[config.mk]
export PLATFORM = sky130hd
export DESIGN_NAME = control_sequencer
export DESIGN_NICKNAME = d
export VERILOG_FILES = /design/src/rtl/control_sequencer_pkg.sv /design/src/rtl/microcode_rom.sv /design/src/rtl/control_sequencer.sv
export SDC_FILE = /design/constraint.sdc
export NUM_CORES = 1
export LEC_CHECK = 0
export ABC_CLOCK_PERIOD_IN_PS = 2200
export CORE_UTILIZATION = 40
export CTS_CLUSTER_DIAMETER = 40
export CTS_CLUSTER_SIZE = 20
export DETAILED_ROUTE_END_ITERATION = 8
export PLACE_DENSITY = 0.78
export SYNTH_ARGS = -nofsm -noshare
export SYNTH_HDL_FRONTEND = slang
export SYNTH_SLANG_ARGS = --single-unit
[constraint.sdc]
create_clock -name i_clk -period 2.2 [get_ports i_clk]
set_input_delay 0.44 -clock i_clk [delete_from_list [all_inputs] [get_ports i_clk]]
set_output_delay 0.44 -clock i_clk [all_outputs]
set_load 0.05 [all_outputs]
[src/rtl/control_sequencer_pkg.sv]
// ============================================================================
// control_sequencer_pkg : control-word bit indices, opcodes and FSM states
// Revision 1.0
// ============================================================================
`default_nettype none

package control_sequencer_pkg;

    localparam int MAX_STEPS = 5;
    localparam int CW_W      = 16;
    localparam int STEP_W    = 3;

    // Bit positions follow o_ctrl = {HLT,MI,RI,RO,IO,II,AI,AO,EO,SU,BI,OI,CE,CO,J,FI}
    localparam int CW_HLT = 15;
    localparam int CW_MI  = 14;
    localparam int CW_RI  = 13;
    localparam int CW_RO  = 12;
    localparam int CW_IO  = 11;
    localparam int CW_II  = 10;
    localparam int CW_AI  = 9;
    localparam int CW_AO  = 8;
    localparam int CW_EO  = 7;
    localparam int CW_SU  = 6;
    localparam int CW_BI  = 5;
    localparam int CW_OI  = 4;
    localparam int CW_CE  = 3;
    localparam int CW_CO  = 2;
    localparam int CW_J   = 1;
    localparam int CW_FI  = 0;

    localparam logic [CW_W-1:0] M_HLT = CW_W'(1) << CW_HLT;
    localparam logic [CW_W-1:0] M_MI  = CW_W'(1) << CW_MI;
    localparam logic [CW_W-1:0] M_RI  = CW_W'(1) << CW_RI;
    localparam logic [CW_W-1:0] M_RO  = CW_W'(1) << CW_RO;
    localparam logic [CW_W-1:0] M_IO  = CW_W'(1) << CW_IO;
    localparam logic [CW_W-1:0] M_II  = CW_W'(1) << CW_II;
    localparam logic [CW_W-1:0] M_AI  = CW_W'(1) << CW_AI;
    localparam logic [CW_W-1:0] M_AO  = CW_W'(1) << CW_AO;
    localparam logic [CW_W-1:0] M_EO  = CW_W'(1) << CW_EO;
    localparam logic [CW_W-1:0] M_SU  = CW_W'(1) << CW_SU;
    localparam logic [CW_W-1:0] M_BI  = CW_W'(1) << CW_BI;
    localparam logic [CW_W-1:0] M_OI  = CW_W'(1) << CW_OI;
    localparam logic [CW_W-1:0] M_CE  = CW_W'(1) << CW_CE;
    localparam logic [CW_W-1:0] M_CO  = CW_W'(1) << CW_CO;
    localparam logic [CW_W-1:0] M_J   = CW_W'(1) << CW_J;
    localparam logic [CW_W-1:0] M_FI  = CW_W'(1) << CW_FI;

    localparam logic [3:0] OP_NOP = 4'h0;
    localparam logic [3:0] OP_LDA = 4'h1;
    localparam logic [3:0] OP_ADD = 4'h2;
    localparam logic [3:0] OP_SUB = 4'h3;
    localparam logic [3:0] OP_STA = 4'h4;
    localparam logic [3:0] OP_LDI = 4'h5;
    localparam logic [3:0] OP_JMP = 4'h6;
    localparam logic [3:0] OP_JC  = 4'h7;
    localparam logic [3:0] OP_JZ  = 4'h8;
    localparam logic [3:0] OP_OUT = 4'hE;
    localparam logic [3:0] OP_HLT = 4'hF;

    typedef enum logic [1:0] {
        ST_RESET  = 2'd0,
        ST_RUN    = 2'd1,
        ST_PAUSE  = 2'd2,
        ST_HALTED = 2'd3
    } seq_state_e;

    // True when the opcode has at least one step after fetch.
    function automatic logic op_has_execute(input logic [3:0] op,
                                            input logic       flag_c,
                                            input logic       flag_z);
        case (op)
            OP_LDA, OP_ADD, OP_SUB, OP_STA,
            OP_LDI, OP_JMP, OP_OUT, OP_HLT: return 1'b1;
            OP_JC:                          return flag_c;
            OP_JZ:                          return flag_z;
            default:                        return 1'b0;
        endcase
    endfunction

endpackage

`default_nettype wire

[src/rtl/microcode_rom.sv]
// ============================================================================
// microcode_rom : combinational {opcode,step,C,Z} -> {control word, last step}
// Revision 1.0 -- FI bit only emitted when SEQ_COND_JUMP_EN is defined
// ============================================================================
`default_nettype none

module microcode_rom
    import control_sequencer_pkg::*;
(
    input  logic [3:0]        i_opcode,
    input  logic [STEP_W-1:0] i_step,
    input  logic              i_flag_c,
    input  logic              i_flag_z,
    output logic [CW_W-1:0]   o_ctrl,
    output logic              o_last_step
);

`ifdef SEQ_COND_JUMP_EN
    localparam logic [CW_W-1:0] FI_MASK = M_FI;
`else
    localparam logic [CW_W-1:0] FI_MASK = '0;
`endif

    always_comb begin
        o_ctrl      = '0;
        o_last_step = 1'b0;
        case (i_step)
            3'd0: o_ctrl = M_CO | M_MI;
            3'd1: begin
                // Empty instructions (and untaken jumps) end right after fetch.
                o_ctrl      = M_RO | M_II | M_CE;
                o_last_step = !op_has_execute(i_opcode, i_flag_c, i_flag_z);
            end
            3'd2: begin
                case (i_opcode)
                    OP_LDA, OP_ADD, OP_SUB, OP_STA: o_ctrl = M_IO | M_MI;
                    OP_LDI: begin o_ctrl = M_IO | M_AI; o_last_step = 1'b1; end
                    OP_JMP: begin o_ctrl = M_IO | M_J;  o_last_step = 1'b1; end
                    OP_JC:  begin
                        o_ctrl      = i_flag_c ? (M_IO | M_J) : '0;
                        o_last_step = 1'b1;
                    end
                    OP_JZ:  begin
                        o_ctrl      = i_flag_z ? (M_IO | M_J) : '0;
                        o_last_step = 1'b1;
                    end
                    OP_OUT: begin o_ctrl = M_AO | M_OI; o_last_step = 1'b1; end
                    OP_HLT: begin o_ctrl = M_HLT;       o_last_step = 1'b1; end
                    default: o_last_step = 1'b1;
                endcase
            end
            3'd3: begin
                case (i_opcode)
                    OP_LDA: begin o_ctrl = M_RO | M_AI; o_last_step = 1'b1; end
                    OP_ADD, OP_SUB: o_ctrl = M_RO | M_BI;
                    OP_STA: begin o_ctrl = M_AO | M_RI; o_last_step = 1'b1; end
                    default: o_last_step = 1'b1;
                endcase
            end
            3'd4: begin
                o_last_step = 1'b1;
                case (i_opcode)
                    OP_ADD:  o_ctrl = M_EO | M_AI | FI_MASK;
                    OP_SUB:  o_ctrl = M_EO | M_AI | M_SU | FI_MASK;
                    default: o_ctrl = '0;
                endcase
            end
            default: o_last_step = 1'b1;
        endcase
    end

endmodule

`default_nettype wire

[src/rtl/control_sequencer.sv]
// ============================================================================
// control_sequencer : T-state FSM, step counter and flags for the bus CPU
// Revision 1.0 -- conditional jumps and flag register under SEQ_COND_JUMP_EN
// ============================================================================
`default_nettype none

module control_sequencer
    import control_sequencer_pkg::*;
(
    input  logic              i_clk,
    input  logic              i_rst,
    input  logic              i_run,
    input  logic [3:0]        i_opcode,
    input  logic              i_alu_carry,
    input  logic              i_alu_zero,
    output logic [CW_W-1:0]   o_ctrl,
    output logic [STEP_W-1:0] o_tstate,
    output logic              o_halted
);

    seq_state_e        state_q, state_d;
    logic [STEP_W-1:0] step_q,  step_d;
    logic [CW_W-1:0]   rom_ctrl;
    logic              rom_last;
    logic              flag_c;
    logic              flag_z;

    microcode_rom u_rom (
        .i_opcode    (i_opcode),
        .i_step      (step_q),
        .i_flag_c    (flag_c),
        .i_flag_z    (flag_z),
        .o_ctrl      (rom_ctrl),
        .o_last_step (rom_last)
    );

    always_ff @(posedge i_clk or negedge i_rst) begin
        if (!i_rst) begin
            state_q <= ST_RESET;
            step_q  <= '0;
        end else begin
            state_q <= state_d;
            step_q  <= step_d;
        end
    end

    always_comb begin
        state_d  = state_q;
        step_d   = step_q;
        o_ctrl   = '0;
        o_tstate = '0;
        o_halted = 1'b0;
        case (state_q)
            ST_RESET: begin
                state_d = ST_RUN;
                step_d  = '0;
            end
            ST_RUN: begin
                o_ctrl   = rom_ctrl;
                o_tstate = step_q;
                if (rom_ctrl[CW_HLT]) begin
                    state_d = ST_HALTED;
                    step_d  = '0;
                end else if (rom_last || step_q == STEP_W'(MAX_STEPS - 1)) begin
                    // i_run is only honoured on the instruction boundary.
                    step_d = '0;
                    if (!i_run) begin
                        state_d = ST_PAUSE;
                    end
                end else begin
                    step_d = step_q + STEP_W'(1);
                end
            end
            ST_PAUSE: begin
                step_d = '0;
                if (i_run) begin
                    state_d = ST_RUN;
                end
            end
            ST_HALTED: begin
                o_ctrl   = M_HLT;
                o_tstate = STEP_W'(2);
                o_halted = 1'b1;
            end
            default: begin
                state_d = ST_RESET;
                step_d  = '0;
            end
        endcase
    end

`ifdef SEQ_COND_JUMP_EN
    logic [1:0] flags_q, flags_d;

    always_comb begin
        flags_d = flags_q;
        if (state_q == ST_RUN && rom_ctrl[CW_FI]) begin
            flags_d = {i_alu_carry, i_alu_zero};
        end
    end

    always_ff @(posedge i_clk or negedge i_rst) begin
        if (!i_rst) begin
            flags_q <= 2'b00;
        end else begin
            flags_q <= flags_d;
        end
    end

    assign flag_c = flags_q[1];
    assign flag_z = flags_q[0];
`else
    logic unused_alu_flags;

    assign flag_c           = 1'b0;
    assign flag_z           = 1'b0;
    assign unused_alu_flags = i_alu_carry ^ i_alu_zero;
`endif

endmodule

`default_nettype wire

==> results of run 1 <==
==> through the flow <==
step                      instances    util  cell area (um^2)  TNS (ns)
after CTS                       151  0.9143              1361   -0.1301
after global placement          142  0.8143              1212   -0.4373
after floorplan                  85       -             663.1    -1.102
after detailed placement        142  0.8143              1212   -0.9682
==> Yosys cell counts (all sizes together) (2+ instances only) <==
cell type	count	area share
dfrtp	5	0.20
nand3	2	0.016
nor2b	2	0.024
clkbuf	2	0.012
nand2b	4	0.039
ha	5	0.098
buf	4	0.049
o31ai	2	0.024
and3	5	0.049
nor2	13	0.077
a21oi	4	0.031
nand2	4	0.024
nor3	4	0.031
nand4	2	0.030
and2	3	0.033
inv	8	0.047
==> timing repair <==
action / CTS
pin swaps: 7
buffers inserted: 5
endpoints found under the setup margin: 11
hold buffers: 0
gates resized for setup: 20
==> logic make-up after synthesis <==
group / count (synthesis) / share of synthesized area
simple gates: 42 / 0.3701
compound gates: 16 / 0.1910
buf+inv: 14 / 0.1083
fa+ha+maj: 5 / 0.09843
flops: 5 / 0.1969
other cells: 1 / 0.005900
xor+xnor: 1 / 0.01378
mux: 1 / 0.01575
==> results by group, run 1 <==
Clock network
  • CTS H-Tree Depth: 1
  • # clock sinks: 5
  • Num CTS Buffers: 3
  • Number of buffers on the longest clock path: 2
  • Buffer type at the clock tree root: clkbuf_4

Synth
  • Post-synthesis cell count: 85
  • Flip-flop and latch count after synthesis: 5
  • Number of enable flip-flop cells after synthesis: 0
  • Synth warn: 0
  • Fraction of the yosys area taken by sequential cells: 0.1969
  • Number of library cell types mapped by synthesis: 37
  • Synthesized Nets: 99
  • Syn avg cell area: 7.478 um^2
  • Ys async rst share: 1.000
  • Synthesized cell area: 635.6 um^2
  • Top_reg_cell synth: dfrtp_1

STA
  • Category of the worst endpoint: top-level output
  • Worst endpoint, post-GRT repair: o_ctrl[9]

Placement
  • DP Wirelength: 1.586 mm
  • Count of buffers inserted at the top-level ports: 25
  • Final GP Congestion: 0.7886
  • Pre-CTS setup slack: -0.1525 ns

Run status
  • Stage where the flow stopped: global routing (5_1_grt)
  • Result of the run: stopped before the end
  • First error in the log: [ERROR DPL-0038] Utilization greater than 100%, impossible to legalize

Die
  • Number of ports placed on the die boundary: 29
  • Standard-cell row count: 14
  • Die Span Y: 41.86 um
  • Die Width: 41.86 um
  • Initial Util: 0.4269

GRT
  • Largest net degree at the start of global routing: 11
==> run 2: changes to the inputs <==
--- a/config.mk
+++ b/config.mk
@@ -6,11 +6,10 @@
 export NUM_CORES = 1
 export LEC_CHECK = 0
 export ABC_CLOCK_PERIOD_IN_PS = 2200
-export CORE_UTILIZATION = 40
-export CTS_CLUSTER_DIAMETER = 40
-export CTS_CLUSTER_SIZE = 20
+export CORE_AREA = 2 2 63 65
 export DETAILED_ROUTE_END_ITERATION = 8
-export PLACE_DENSITY = 0.78
+export DIE_AREA = 0 0 65 67
+export PLACE_DENSITY_LB_ADDON = 0.15
 export SYNTH_ARGS = -nofsm -noshare
 export SYNTH_HDL_FRONTEND = slang
 export SYNTH_SLANG_ARGS = --single-unit
==> results by group, run 2 <==
Synth
  • Top_reg_cell synth: dfrtp_1
  • Cell taking the most area after synthesis: dfrtp_1
  • Portion of synthesized cell area occupied by the leading cell type: 0.1969 (unchanged)
  • Syn avg cell area: 7.478 um^2 (unchanged)
  • Fraction of the yosys area taken by sequential cells: 0.1969 (unchanged)
  • Number of enable flip-flop cells after synthesis: 0 (unchanged)
  • Flip-flop and latch count after synthesis: 5 (unchanged)
  • List of most frequent post-synthesis cells: nor2_1, inv_1, and3_1, dfrtp_1, ha_1
  • Top post-synthesis cells by area: dfrtp_1, ha_1, nor2_1
  • Most instantiated library cell after synthesis: nor2_1
  • Synthesized cell area: 635.6 um^2 (unchanged)
  • Synthesized Nets: 99 (unchanged)
  • Synth warn: 0 (unchanged)
  • Number of library cell types mapped by synthesis: 37 (unchanged)
  • Ys async rst share: 1.000 (unchanged)
  • Post-synthesis cell count: 85 (unchanged)

Route
  • First-pass iteration count of the detailed router: 4
  • Antenna Violating Nets Remaining: 0
  • Avg WL per Cell: 12.17 um
  • DRC marker count from the first detailed-route iteration: 18
  • Post-detailed-route DRC marker count: 0
  • Total detailed-routing wirelength: 2.324 mm
  • Total via count after detailed routing: 806
  • Vias per cell: 4.220

GRT
  • Total congestion overflow: 0
  • Largest net degree at the start of global routing: 11
  • Antenna violations before repair: 0
  • Combined global-route utilization of all metal layers: 0.1135
  • Met1 Resource Use GR: 0.1420
  • Global-route wire length before repair: 3.795 mm
  • Vias in the first global route: 812
  • Global-route met2 utilization: 0.1920
  • Met3 Use GR: 0.01858
  • Most Crowded Layer GR: met2

Finish
  • Share of layout cells above drive strength 1: 0.5874
  • Leading cell type in the layout, fill and taps excluded: buf_4
  • Final cell count without fillers: 191
  • Area growth, synth to finish: 137.6%
  • # nets final: 158
  • Inserted Diodes: 0
  • Commonest cells after routing, fill and taps aside: buf_4, buf_12, inv_1, nor2_1
  • Regs by FF count: step_q: 3 flops, state_q: 2 flops
  • Register with the most flip-flops: step_q
  • Area of all placed cells without fillers: 0.001510 mm^2
  • Number of flip-flops in the largest register: 3

Clock network
  • # clock sinks: 5 (unchanged)
  • Hold buffer count at CTS: 0 (unchanged)
  • Buffer type at the clock tree root: clkbuf_8
  • TritonCTS clock tree: built
  • CTS H-Tree Depth: 1 (unchanged)
  • Num CTS Buffers: 3 (unchanged)
  • Clock-pin slew of the registers on the worst-case setup and hold paths: 0.03 ns
  • Worst-skew pair later-pin latency: 0.22 ns
  • Number of buffers on the longest clock path: 2 (unchanged)

STA
  • Max Slew Vio Count: 0
  • Setup TNS: -0.1082 ns
  • Number of hold violations in the final report: 0
  • Top achievable clock speed: 443.9 MHz
  • Final critical delay including setup and external delays: 2.253 ns
  • Share of the clock period used by the worst path: 1.024
  • Setup violations, final: 3
  • Worst Slack Setup Final: -0.05293 ns
  • Setup repair after global routing missed its margin: yes
  • Clock Skew: 0.00005770 ns

Critical path
  • Largest delay share family, worst path: compound AO/OA/AOI/OAI gates
  • RR Endpoint: step_q[2]
  • Endpoint type of the worst setup path: primary output
  • Critical Path AT: 1.81 ns
  • Startpoint of the most critical register-to-register path: step_q[1]
  • Internal reg-to-reg setup slack: 0.22 ns
  • Required time of the critical path: 1.76 ns
  • Worst path buffer plus inverter count: 1
  • Type of the setup path with the least slack: reg -> out
  • Delay of the slowest critical-path stage: 0.43 ns
  • Worst-path cell chain: ha_2 > ha_4 > nor2_2 > o21ai_2 > nand2_2 > o41ai_4 > buf_12
  • Kind of start point of the critical path: flop
  • Cell with the biggest individual delay on the critical path: o41ai_4
  • Maximum fanout encountered on the critical timing path: 4
  • Worst Reg2Reg Path Length in Cells: 8

Power
  • Worst vdd rail ir drop: 553.9 uV
  • Total power consumption of the routed design: 0.0008922 W
  • Power density over cell area: 590.8 mW/mm^2
  • Leak Pwr: 0.6534 nW

Placement
  • Final GP Congestion: 0.7853 (-0.42%)
  • DP Wirelength: 1.783 mm (+12%)
  • Total placed instance area: 0.001282 mm^2 (+5.8%)
  • Instance count after placement with tap cells included: 178 (+25%)
  • Count of buffers inserted at the top-level ports: 25 (unchanged)

Run
  • Max-cap violations: 0

Die
  • Total core area: 0.003606 mm^2
  • Die area: 0.004355 mm^2
  • Die Width: 65 um (+55%)
  • Initial Util: 0.1763 (-0.2506)
  • Die Span Y: 67 um (+60%)
  • Number of ports placed on the die boundary: 29 (unchanged)
  • Standard-cell row count: 22 (+8)

Run status
  • Violations in the final reports: setup timing
  • Result of the run: finished with violations

Min path
  • Classification of the worst-slack hold path: in -> async
run 2: worst max path at each step:
stage,from,end,slack (ns),depth (start not counted)
3_5_place_dp,i_opcode[1],o_ctrl[12],-0.16,5
2_1_floorplan,state_q[1],o_ctrl[6],-0.39,5
4_1_cts,step_q[0],o_ctrl[9],-0.07,7
5_1_grt,step_q[0],o_ctrl[9],-0.16,7
3_3_place_gp,i_opcode[1],o_ctrl[12],-0.15,5
6_report,step_q[0],o_ctrl[9],-0.05,7
run 2: what timing repair did:
action                     CTS  global route
buffers inserted             6             3
setup endpoints to repair   10            10
pin swaps                   10             8
gates cloned                 0             0
gates resized for setup     19            11
run 2: through the flow:
stage	util	worst slack [ns]	hold WS [ns]
6_report	0.4188	-0.05293	0.4437
5_1_grt	0.4188	-0.1620	0.4454
4_1_cts	0.4004	-0.07029	0.4458
3_5_place_dp	0.3557	-0.1569	0.5166
3_3_place_gp	0.3557	-0.1546	0.5186
2_1_floorplan	-	-0.3855	0.1444
run 2: kinds of logic (layout without fill, tap and decap cells):
group | count (synthesis) | in the layout | share of synthesized area
flip-flops | 5 | 5 | 0.1969
multiplexers | 1 | 1 | 0.01575
AND/OR/NAND/NOR | 42 | 42 | 0.3701
AO/OA/AOI/OAI | 16 | 16 | 0.1910
XOR/XNOR | 1 | 1 | 0.01378
buffers and inverters | 14 | 72 | 0.1083
other | 1 | 1 | 0.005900
adder cells (fa/ha/maj) | 5 | 5 | 0.09843
run 2: metal layers:
| metal | vias to the layer above | part of all wire | wire [um] |
|---|---|---|---|
| met3 | 2 | 0.047 | 110 |
| li1 | 410 | - | - |
| met2 | 24 | 0.51 | 1192 |
| met5 | - | 0 | 0 |
| met4 | 0 | 0.0090 | 21 |
| met1 | 370 | 0.43 | 1000 |
run 2: power by group:
group	total, W	switching (W)	internal, W
Sequential	0.000133	0.0000190	0.000114
Combinational	0.000591	0.000285	0.000305
Clock	0.000168	0.0000439	0.000124
Total	0.000892	0.000348	0.000544
run 2: final cells by class:
cell class,count,area (um^2)
timing repair buffer,60,673.1
tap,48,60.06
sequential,5,125.1
fill,355,2096
multi-input combinational,66,576.8
clock buffer,4,45.04
inverter,8,30.03
Note: power is estimated with default switching activity, not from simulation.
==> run 3: changes to the inputs <==
--- a/config.mk
+++ b/config.mk
@@ -6,6 +6,7 @@
 export NUM_CORES = 1
 export LEC_CHECK = 0
 export ABC_CLOCK_PERIOD_IN_PS = 2200
+export CAP_MARGIN = 20
 export CORE_AREA = 2 2 63 65
 export DETAILED_ROUTE_END_ITERATION = 8
 export DIE_AREA = 0 0 65 67
==> results of run 3 <==
No change in the layout: final DEF, timing and power equal those of run 2.
